`src/rtl/hazard_scoreboard_pkg.sv`:
```
// Shared types and constants for the in-order pipeline hazard scoreboard.
package hazard_scoreboard_pkg;

  // Entry rd storage is sized for the widest supported register address.
  localparam int MAX_REG_ADDR_W = 8;
  localparam int CNT_W_DEF      = 32;
  localparam int FWD_RF         = 0;

  typedef struct packed {
    logic                      valid;
    logic [MAX_REG_ADDR_W-1:0] rd;
    logic                      we;
    logic                      is_load;
  } entry_t;

  function automatic int fwd_sel_w(input int depth);
    return $clog2(depth + 1);
  endfunction

endpackage

```
`src/rtl/hazard_scoreboard_match.sv`:
```
// Per-source youngest-match priority encoder over the in-flight entries.
module hazard_match
  import hazard_scoreboard_pkg::*;
#(
  parameter int REG_ADDR_W = 5,
  parameter int DEPTH      = 3,
  parameter int LOAD_LAT   = 1,
  parameter int SEL_W      = 2
) (
  input  logic [DEPTH-1:0]                entry_valid,
  input  logic [DEPTH-1:0]                entry_we,
  input  logic [DEPTH-1:0]                entry_load,
  input  logic [DEPTH*MAX_REG_ADDR_W-1:0] entry_rd,
  input  logic [REG_ADDR_W-1:0]           rs,
  input  logic                            rs_used,
  output logic [SEL_W-1:0]                fwd_sel,
  output logic                            load_hazard
);

  logic [MAX_REG_ADDR_W-1:0] rs_ext_s;
  logic                      rs_live_s;

  // Walk oldest to youngest so the youngest matching entry has the final say.
  always_comb begin
    rs_ext_s    = MAX_REG_ADDR_W'(rs);
    rs_live_s   = rs_used && (rs != '0);
    fwd_sel     = SEL_W'(FWD_RF);
    load_hazard = 1'b0;
    for (int i = DEPTH - 1; i >= 0; i--) begin
      if (rs_live_s && entry_valid[i] && entry_we[i] &&
          (entry_rd[i*MAX_REG_ADDR_W +: MAX_REG_ADDR_W] == rs_ext_s)) begin
        fwd_sel     = SEL_W'(i + 1);
        load_hazard = entry_load[i] && (i < LOAD_LAT);
      end else begin
        fwd_sel     = fwd_sel;
        load_hazard = load_hazard;
      end
    end
  end

endmodule

```
`src/rtl/hazard_scoreboard.sv`:
```
// Tracks in-flight destination registers, raises load-use stalls and
// selects forwarding sources; counts stall and flush cycles.
module hazard_scoreboard
  import hazard_scoreboard_pkg::*;
#(
  parameter int REG_ADDR_W = 5,
  parameter int NUM_SRC    = 2,
  parameter int DEPTH      = 3,
  parameter int LOAD_LAT   = 1,
  parameter int CNT_W      = CNT_W_DEF,
  localparam int SEL_W     = fwd_sel_w(DEPTH)
) (
  input  logic                          clk,
  input  logic                          rst,
  input  logic                          issue_valid_i,
  input  logic [NUM_SRC*REG_ADDR_W-1:0] rs_i,
  input  logic [NUM_SRC-1:0]            rs_used_i,
  input  logic [REG_ADDR_W-1:0]         rd_i,
  input  logic                          rd_we_i,
  input  logic                          is_load_i,
  input  logic                          flush_i,
  output logic                          stall_o,
  output logic [NUM_SRC*SEL_W-1:0]      fwd_sel_o,
  output logic [CNT_W-1:0]              stall_cnt_o,
  output logic [CNT_W-1:0]              flush_cnt_o
);

  entry_t                          entry_r [DEPTH];
  logic [CNT_W-1:0]                stall_cnt_r;
  logic [CNT_W-1:0]                flush_cnt_r;
  logic [DEPTH-1:0]                valid_s;
  logic [DEPTH-1:0]                we_s;
  logic [DEPTH-1:0]                load_s;
  logic [DEPTH*MAX_REG_ADDR_W-1:0] rd_s;
  logic [NUM_SRC-1:0]              hazard_s;
  logic                            stall_s;
  logic                            issue_s;

  // Flatten the entry array into per-field vectors for the match encoders.
  always_comb begin
    valid_s = '0;
    we_s    = '0;
    load_s  = '0;
    rd_s    = '0;
    for (int i = 0; i < DEPTH; i++) begin
      valid_s[i]                                = entry_r[i].valid;
      we_s[i]                                   = entry_r[i].we;
      load_s[i]                                 = entry_r[i].is_load;
      rd_s[i*MAX_REG_ADDR_W +: MAX_REG_ADDR_W] = entry_r[i].rd;
    end
  end

  for (genvar s = 0; s < NUM_SRC; s++) begin : g_src
    hazard_match #(
      .REG_ADDR_W (REG_ADDR_W),
      .DEPTH      (DEPTH),
      .LOAD_LAT   (LOAD_LAT),
      .SEL_W      (SEL_W)
    ) u_match (
      .entry_valid (valid_s),
      .entry_we    (we_s),
      .entry_load  (load_s),
      .entry_rd    (rd_s),
      .rs          (rs_i[s*REG_ADDR_W +: REG_ADDR_W]),
      .rs_used     (rs_used_i[s]),
      .fwd_sel     (fwd_sel_o[s*SEL_W +: SEL_W]),
      .load_hazard (hazard_s[s])
    );
  end

  // A flush kills the decode instruction, so it can neither stall nor issue.
  always_comb begin
    stall_s = issue_valid_i && !flush_i && (|hazard_s);
    issue_s = issue_valid_i && !flush_i && !stall_s;
  end

  // Advance the in-flight window, insert the issued instruction or a bubble.
  always_ff @(posedge clk) begin
    if (rst) begin
      for (int i = 0; i < DEPTH; i++) begin
        entry_r[i] <= '0;
      end
    end else begin
      for (int i = DEPTH - 1; i > 0; i--) begin
        entry_r[i] <= entry_r[i-1];
      end
      if (issue_s) begin
        entry_r[0] <= '{valid:   1'b1,
                        rd:      MAX_REG_ADDR_W'(rd_i),
                        we:      rd_we_i,
                        is_load: is_load_i};
      end else begin
        entry_r[0] <= '0;
      end
    end
  end

  // Saturating stall and flush cycle counters.
  always_ff @(posedge clk) begin
    if (rst) begin
      stall_cnt_r <= '0;
      flush_cnt_r <= '0;
    end else begin
      if (stall_s && (stall_cnt_r != '1)) begin
        stall_cnt_r <= stall_cnt_r + CNT_W'(1);
      end else begin
        stall_cnt_r <= stall_cnt_r;
      end
      if (flush_i && (flush_cnt_r != '1)) begin
        flush_cnt_r <= flush_cnt_r + CNT_W'(1);
      end else begin
        flush_cnt_r <= flush_cnt_r;
      end
    end
  end

  assign stall_o     = stall_s;
  assign stall_cnt_o = stall_cnt_r;
  assign flush_cnt_o = flush_cnt_r;

endmodule

```
`config.mk`:
```
export PLATFORM = sky130hd
export DESIGN_NAME = hazard_scoreboard
export DESIGN_NICKNAME = d
export VERILOG_FILES = /design/src/rtl/hazard_scoreboard_pkg.sv /design/src/rtl/hazard_scoreboard_match.sv /design/src/rtl/hazard_scoreboard.sv
export SDC_FILE = /design/constraint.sdc
export NUM_CORES = 1
export LEC_CHECK = 0
export BUFFER_PORTS_ARGS = -buffer_cell sky130_fd_sc_hd__clkbuf_2
export CAP_MARGIN = 15
export CELL_PAD_IN_SITES_DETAIL_PLACEMENT = 1
export CELL_PAD_IN_SITES_GLOBAL_PLACEMENT = 2
export CORE_ASPECT_RATIO = 1.1
export CORE_MARGIN = 4
export CORE_UTILIZATION = 35
export CTS_BUF_LIST = sky130_fd_sc_hd__clkbuf_8 sky130_fd_sc_hd__clkbuf_16
export CTS_CLUSTER_DIAMETER = 50
export CTS_CLUSTER_SIZE = 20
export DETAILED_ROUTE_END_ITERATION = 10
export PLACE_DENSITY = 0.9
export SYNTH_ARGS = -nofsm -noshare
export SYNTH_HDL_FRONTEND = slang
export SYNTH_SLANG_ARGS = --single-unit
```
`constraint.sdc`:
```
create_clock -name clk -period 4.26 [get_ports clk]
set_clock_uncertainty 0.05 [all_clocks]
set_input_delay 0 -clock clk [delete_from_list [all_inputs] [get_ports clk]]
set_output_delay 0 -clock clk [all_outputs]
set_load 0.05 [all_outputs]
```
==> metrics.log, run 1 <==
INFO  metric synth_cell_types = 42
INFO  metric achievable-frequency = 378 MHz
INFO  metric detailedRoute.firstPassIterationCount = 4
INFO  metric gpl.final_weighted_congestion = between 0.8 and 0.9
INFO  metric initial_core_util = 36.1%
INFO  metric cts_buffers = 9
INFO  metric timing.final.crit_period = 2.65 ns
INFO  metric synth_top_family_by_area = simple AND/OR/NAND/NOR gates
INFO  metric met2_usage = between 20 and 30%
INFO  metric worst-r2r-setup-slack = 1.61 ns
INFO  metric endpoint_class_of_the_critical_path = flip-flop
INFO  metric hold_path.class = in2reg
INFO  metric finalHoldViolCount = 0
INFO  metric synthesis.yosys.warnings = 0
INFO  metric detailedRoute.firstIterationViolations = 167
INFO  metric grtUsageMet3 = 3.58%
INFO  metric share_of_the_yosys_chip_area_belonging_to_registers = 44.6%
INFO  metric htree_num_levels = 3
INFO  metric setup_tns = 0 ns
INFO  metric worst_hold_startpoint = flush_i
INFO  metric post_drt_wl_per_cell = 15.9 um
INFO  metric cp_max_fo = 47
INFO  metric finalNonFillerCells = 760
INFO  metric leading_cell_types_in_the_layout_fill_and_taps_excluded = clkbuf_2 (91), dfxtp_1 (64), nor2_1 (48)
INFO  metric synthesis.area = 4360 sq um
INFO  metric worst_slew_margin_rel = 38.5%
INFO  metric grt_start_max_net_pins = between 40 and 50
INFO  metric die-height = 125 um
INFO  metric worstReg2RegEnd = stall_cnt_o[25]$_SDFFE_PP0P_
INFO  metric setup.worst_path.start = entry_r[0][3]$_SDFFCE_PP0P_
INFO  metric grt_pass1_wl = 20.1 mm
INFO  metric placement.io_buffers = 91
INFO  metric layout.nets = roughly 630
INFO  metric globalRouteOverflowTotal = 0
INFO  metric clockBufferDepth = 2
INFO  metric synth_async_sr_flop_share = 0%
INFO  metric synth_largest_type_area_fraction = between 20% and 30%
INFO  metric grt_overall_usage = 17.2%
INFO  metric unrepaired_setup_endpoints_after_global_routing = no
INFO  metric total_leakage_power = a little under 0.002 uW
INFO  metric layout.cells.most_common = clkbuf_2
INFO  metric synth_compound_area_share = 9.93%
INFO  metric detailroute.via_count = 3982
INFO  metric clock_insertion_delay_worst_skew = about 0.34 ns
INFO  metric cp-endpoint = stall_cnt_o[25]$_SDFFE_PP0P_
INFO  metric power.total = 1710 uW
INFO  metric syn_inst = 489
INFO  metric cap_viol_max_count = 0
INFO  metric worst_r2r_startpoint = entry_r[0][3]$_SDFFCE_PP0P_
INFO  metric wirelength = 12.1 mm
INFO  metric synth_seq_cells = 86
INFO  metric synthesis.area_per_instance = 8.91 sq um
INFO  metric design.die.area = 14300 sq um
INFO  metric worst_ir_drop_vdd = ~170 uV
INFO  metric fp-row-count = 42
INFO  metric synth_top_cells_by_area = dfxtp_1 (29%), edfxtp_1 (15%), xnor2_1 (8.8%), nand4_1 (4.3%), nor2_1 (4.1%)
INFO  metric setup_violations = 0
INFO  metric yosys.area_share.simple = between 20% and 30%
INFO  metric post_synth_xor_area_fraction = roughly 11%
INFO  metric power.density = 318 nW/um^2
INFO  metric drtAntennaViolNets = 0
INFO  metric buffers_inserted_during_post_cts_setup_optimization = 0
INFO  metric cts_tree = yes
INFO  metric floorplan.io_pins = between 90 and 100
INFO  metric die_w = 114 um
INFO  metric worstPathArrival = 2.82 ns
INFO  metric ctsRootBufferMaster = clkbuf_16
INFO  metric tightest_slew = 0.923 ns
INFO  metric drive_above_1_share = 19.0%
INFO  metric antenna-diode-count = 0
INFO  metric grtUsageMet1 = a little over a fifth
INFO  metric type_of_the_worst_setup_path = reg2reg
INFO  metric area_delta_synth_final = 23.0%
INFO  metric worst-r2r-cell-count = 7
INFO  metric synth_fa_ha_area_share = less than 1%
INFO  metric detail_route.vias_per_cell = approximately 5.2
INFO  metric busiest_layer = met2
INFO  metric reg_clk_slew_reported_paths = 0.06 ns
INFO  metric fin_crit_sh = 62.1%
INFO  metric post-route-drc-count = 0
INFO  metric post_synth_mux_area_share = 1.49%
INFO  metric timing.critical_path.from_type = flip-flop
INFO  metric tritoncts_num_sinks = 86
INFO  metric synth_ff_type = dfxtp_1
INFO  metric run_status = complete, no violations
INFO  metric final-max-slew-violation-count = 0
INFO  metric design.core.area = 12100 sq um
INFO  metric post-dp-hpwl = roughly 8.8 mm
INFO  metric worst_ep_required_time = 4.43 ns
INFO  metric synth-edff-count = 22
INFO  metric synthDominantAreaCellType = dfxtp_1
INFO  metric grt_antenna_before_repair = 0
INFO  metric dpl.cell_count = 737
INFO  metric grt_pass1_vias = approximately 4000
==> synthesized netlist by cell type, types with 22 or more instances <==
master,number
nor2_1,48
nand2_1,23
edfxtp_1,22
nand4_1,30
or3_1,23
o21ai_0,23
a21oi_1,33
xnor2_1,44
dfxtp_1,64
nor3_1,22
nand3_1,27
==> flip-flops by register name (all words and copies together), names as in the netlist <==
name	flops
flush_cnt_o	32
stall_cnt_o	32
entry_r	22
==> per-stage QoR <==
step / instance area, sq um / hold WS [ns] / util [%] / setup WS, ns
2_1_floorplan: 4440 / 0.148 / - / 1.62
3_5_place_dp: 5010 / 0.241 / 41.5 / 1.61
4_1_cts: 5360 / 0.0685 / 44.3 / 1.60
6_report: 5360 / 0.0750 / 44.3 / 1.61
5_1_grt: 5360 / 0.0875 / 44.3 / 1.40
3_3_place_gp: 5010 / 0.237 / 41.5 / 1.69
==> critical path, cell delays in order, from the launching register on <==
cell      delay [ns]
edfxtp_1        0.43
xnor2_1         0.19
nand4_1         0.12
nor3_1          0.61
o211ai_1        0.14
buf_4           0.28
nor4_1          0.33
mux2_2          0.37
==> report_power, final <==
part | internal [uW] | total (uW) | switching, uW
clock | 423 | 743 | 320
combinational | 39.9 | 98.9 | 59.0
sequential | 851 | 863 | 12.2
total | 1310 | 1710 | 392
==> kinds of logic after synthesis <==
| group | Yosys count |
|---|---|
| other | 1 |
| flip-flops | 86 |
| multiplexers | 6 |
| AO/OA/AOI/OAI | 76 |
| AND/OR/NAND/NOR | 233 |
| adder cells (fa/ha/maj) | 2 |
| XOR/XNOR | 55 |
| buffers and inverters | 30 |
==> final cells by class <==
class | count | area, sq um
fill | 1496 | 6730
timing repair buffer | 101 | 548
clock buffer | 10 | 250
tap | 154 | 193
sequential | 86 | 1940
clock inverter | 6 | 27.5
inverter | 9 | 33.8
multi-input combinational | 394 | 2360
==> worst min-delay path by stage <==
stage,endpoint,slack (ns),cells past startpoint
floorplan,entry_r[0][0]$_SDFFCE_PP0P_,0.15,1
global placement,entry_r[0][3]$_SDFFCE_PP0P_,0.24,2
detailed placement,entry_r[0][3]$_SDFFCE_PP0P_,0.24,2
CTS,flush_cnt_o[12]$_SDFFE_PP0P_,0.07,5
global route,flush_cnt_o[12]$_SDFFE_PP0P_,0.09,5
finish,flush_cnt_o[12]$_SDFFE_PP0P_,0.08,5
==> what timing repair did <==
item,CTS,global route
resized for setup,0,0
endpoints found under the hold margin,7,0
hold buffers,7,0
==> per-layer routing <==
metal | vias up | wire length, um
li1 | 1997 | -
met1 | 1907 | 5380
met2 | 65 | 5970
met3 | 13 | 525
met4 | 0 | 179
met5 | - | 0
Note: power is estimated with default switching activity, not from simulation.
==> run 2: changes to the inputs <==
--- a/config.mk
+++ b/config.mk
@@ -11,12 +11,12 @@
 export CELL_PAD_IN_SITES_GLOBAL_PLACEMENT = 2
 export CORE_ASPECT_RATIO = 1.1
 export CORE_MARGIN = 4
-export CORE_UTILIZATION = 35
+export CORE_UTILIZATION = 29
 export CTS_BUF_LIST = sky130_fd_sc_hd__clkbuf_8 sky130_fd_sc_hd__clkbuf_16
 export CTS_CLUSTER_DIAMETER = 50
 export CTS_CLUSTER_SIZE = 20
 export DETAILED_ROUTE_END_ITERATION = 10
-export PLACE_DENSITY = 0.9
+export PLACE_DENSITY = 0.81
 export SYNTH_ARGS = -nofsm -noshare
 export SYNTH_HDL_FRONTEND = slang
 export SYNTH_SLANG_ARGS = --single-unit
==> constraint.sdc (replaced) <==
create_clock -name clk -period 2.3 [get_ports clk]
set_clock_uncertainty 0.05 [all_clocks]
set_input_delay 0 -clock clk [delete_from_list [all_inputs] [get_ports clk]]
set_output_delay 0 -clock clk [all_outputs]
set_load 0.05 [all_outputs]
==> run 2 against run 1 <==
Core utilization is 4.9 points lower. Critical path type unchanged. Worst hold slack got worse by 0.0077 ns. Clock power grew 78%. Via count increased by 5.6%. Global-route usage is 1.7 points lower. Clock-buffer cell count decreased by 1. Power is 82% higher. Sequential power rose by 84%.
==> metrics.log, run 2 (synthesized netlist as in run 1, its figures left out) <==
INFO  metric critPathMaxStageDelay = 0.53 ns (was 0.61 ns)
INFO  metric tritoncts_num_sinks = 86 (unchanged)
INFO  metric wirelength = 13.2 mm (was 12.1 mm)
INFO  metric final-max-slew-violation-count = 0 (unchanged)
INFO  metric worst-r2r-cell-count = 6 (was 7)
INFO  metric clockBufferDepth = 2 (unchanged)
INFO  metric grt_pass1_wl = 21.6 mm (was 20.1 mm)
INFO  metric share_seq_of_total_power = 51.1% (was 50.6%)
INFO  metric total_internal_power = 2360 uW (was 1310 uW)
INFO  metric layout.nets = 655 (was 626)
INFO  metric cp_cell_sequence = and4_4 -> and4_4 -> nand3_4 -> or4_4 -> or4_1 -> a21oi_2 (was xnor2_1 -> nand4_1 -> nor3_1 -> o211ai_1 -> buf_4 -> nor4_1 -> mux2_2)
INFO  metric worstReg2RegEnd = stall_cnt_o[31]$_SDFFE_PP0P_ (was stall_cnt_o[25]$_SDFFE_PP0P_)
INFO  metric fin_crit_sh = 96.7% (was 62.1%)
INFO  metric ctsRootBufferMaster = clkbuf_16 (unchanged)
INFO  metric power.density = 541 nW/um^2 (was 318 nW/um^2)
INFO  metric timing.final.crit_period = 2.22 ns (was 2.65 ns)
INFO  metric setup.worst_path.start = stall_cnt_o[3]$_SDFFE_PP0P_ (was entry_r[0][3]$_SDFFCE_PP0P_)
INFO  metric gpl.final_weighted_congestion = 0.814 (was 0.804)
INFO  metric power.total = 3110 uW (was 1710 uW)
INFO  metric post-place-ws = 0.0280 ns (was 1.61 ns)
INFO  metric endpoint_class_of_the_critical_path = flip-flop (unchanged)
INFO  metric cp-endpoint = stall_cnt_o[31]$_SDFFE_PP0P_ (was stall_cnt_o[25]$_SDFFE_PP0P_)
INFO  metric placement.io_buffers = 91 (unchanged)
INFO  metric unrepaired_setup_endpoints_after_global_routing = yes (was no)
INFO  metric finalHoldViolCount = 0 (unchanged)
INFO  metric drive_above_1_share = 29.4% (was 19.0%)
INFO  metric worst_ep_required_time = 2.53 ns (was 4.43 ns)
INFO  metric design.die.area = 17100 sq um (was 14300 sq um)
INFO  metric design.core.area = 14600 sq um (was 12100 sq um)
INFO  metric fin_worst_hold_slack = 0.0674 ns (was 0.0750 ns)
INFO  metric globalRouteOverflowTotal = 0 (unchanged)
INFO  metric total_leakage_power = 0.00209 uW (was 0.00193 uW)
INFO  metric timing.critical_path.from_type = flip-flop (unchanged)
INFO  metric detailedRoute.firstIterationViolations = 148 (was 167)
INFO  metric cp_top_family = simple AND/OR/NAND/NOR gates (unchanged)
INFO  metric hold_path.class = in2reg (unchanged)
INFO  metric post-dp-hpwl = 9.79 mm (was 8.78 mm)
INFO  metric grt_pass1_vias = 4315 (was 4022)
INFO  metric detailedRoute.firstPassIterationCount = 4 (unchanged)
INFO  metric htree_num_levels = 3 (unchanged)
INFO  metric type_of_the_worst_setup_path = reg2reg (unchanged)
INFO  metric switching_power = 742 uW (was 392 uW)
INFO  metric clock_insertion_delay_worst_skew = 0.35 ns (was 0.34 ns)
INFO  metric setup_violations = 0 (unchanged)
INFO  metric cp_max_fo = 7 (was 47)
INFO  metric floorplan.io_pins = 92 (unchanged)
INFO  metric pwr-share-clk = 42.5% (was 43.6%)
INFO  metric worst_r2r_startpoint = stall_cnt_o[3]$_SDFFE_PP0P_ (was entry_r[0][3]$_SDFFCE_PP0P_)
INFO  metric post_drt_wl_per_cell = 16.0 um (was 15.9 um)
INFO  metric initial_core_util = 29.9% (was 36.1%)
INFO  metric cts_tree = yes (unchanged)
INFO  metric run_status = complete, no violations (unchanged)
INFO  metric worst_ir_drop_vdd = 286 uV (was 166 uV)
INFO  metric achievable-frequency = 450 MHz (was 378 MHz)
INFO  metric setup_slack = 0.0757 ns (was 1.61 ns)
INFO  metric grt_overall_usage = 15.5% (was 17.2%)
INFO  metric reg_clk_slew_reported_paths = 0.06 ns (about the same)
INFO  metric post-route-drc-count = 0 (unchanged)
INFO  metric fill_cell_count = 1742 (was 1496)
INFO  metric critPathBufInv = 0 (was 1)
INFO  metric worst-r2r-setup-slack = 0.08 ns (was 1.61 ns)
INFO  metric worst_path_max_delay_cell = or4_4 (was nor3_1)
INFO  metric detail_route.vias_per_cell = 5.09 (was 5.24)
INFO  metric crit_cells = 6 (was 7)
INFO  metric grt_start_max_net_pins = 40 (was 48)
INFO  metric path_common_cell = and4_4
INFO  metric grt_antenna_before_repair = 0 (unchanged)
INFO  metric drtAntennaViolNets = 0 (unchanged)
INFO  metric cts_buffers = 9 (unchanged)
INFO  metric layout.cells.most_common = clkbuf_2 (unchanged)
INFO  metric setup_tns = 0 ns (unchanged)
INFO  metric cap_viol_max_count = 0 (unchanged)
INFO  metric worstPathArrival = 2.45 ns (was 2.82 ns)
INFO  metric die-height = 137 um (was 125 um)
INFO  metric relative_contribution_of_combinational_cells_to_total_power = 6.4% (was 5.8%)
INFO  metric area_delta_synth_final = 31.8% (was 23.0%)
INFO  metric antenna-diode-count = 0 (unchanged)
INFO  metric fp-row-count = 46 (was 42)
INFO  metric detailroute.via_count = 4206 (was 3982)
INFO  metric leading_cell_types_in_the_layout_fill_and_taps_excluded = clkbuf_2 (90), nor2_1 (47), xnor2_1 (43) (was clkbuf_2 (91), dfxtp_1 (64), nor2_1 (48))
INFO  metric p_sw_share = 23.9% (was 23.0%)
INFO  metric die_w = 125 um (was 114 um)
-- run 2: cell types whose count changed in the layout (fill, tap and decap cells not counted), sizes merged --
cell    previous run  this run
clkinv             2         5
clkbuf           101       100
buf                3        32
inv               13        11
-- run 2: power by group through the flow --
stage	combinational [uW]	sequential, uW	clock [uW]
after floorplan	102	1630	0
after global placement	179	1620	0
after detailed placement	184	1620	0
after CTS	195	1590	1370
after global routing	221	1590	1440
final	199	1590	1320
-- run 2: worst min path at each step --
stage,to,cells after the start,startpoint
after floorplan,entry_r[0][0]$_SDFFCE_PP0P_,1,is_load_i
after global placement,entry_r[0][3]$_SDFFCE_PP0P_,2,rd_i[1]
after detailed placement,entry_r[0][3]$_SDFFCE_PP0P_,2,rd_i[1]
after CTS,flush_cnt_o[12]$_SDFFE_PP0P_,5,flush_i
after global routing,entry_r[0][24]$_SDFFCE_PN0P_,2,rst
final,flush_cnt_o[12]$_SDFFE_PP0P_,5,flush_i
-- run 2: layout make-up --
type | instances | area [sq um] | share of cell area (%)
multi-input combinational | 394 | 2450 | 42.6
sequential | 86 | 2000 | 34.7
timing repair buffer | 130 | 771 | 13.4
tap | 192 | 240 | 4.18
clock buffer | 9 | 225 | 3.92
inverter | 9 | 33.8 | 0.588
clock inverter | 7 | 32.5 | 0.566
-- run 2: worst min-delay path, cell delays in order --
cell      delay, ns
clkbuf_2       0.12
nand3_1        0.08
nor3_1         0.05
xnor2_1        0.13
nor2_1         0.04
-- run 2: metal layers --
| metal | GRT usage, % | vias up | share of wire [%] |
|---|---|---|---|
| met2 | 27.0 | 71 | 50 |
| met4 | 5.36 | 0 | 1.8 |
| met5 | 0 | - | 0 |
| met1 | 18.4 | 2072 | 43 |
| met3 | 4.64 | 19 | 5.4 |
| li1 | - | 2044 | - |
-- run 2: metrics by stage --
step	area, sq um	util (%)	cells
floorplan	4500	-	510
global placement	5290	36.3	798
detailed placement	5290	36.3	798
CTS	5620	38.6	821
global route	5740	39.4	827
finish	5740	39.4	827
-- run 2: timing repair --
action	4_1_cts	5_1_grt
buffers inserted	0	4
hold endpoints to repair	7	0
hold buffers	7	0
gates resized for setup	0	21
setup endpoints to repair	0	25
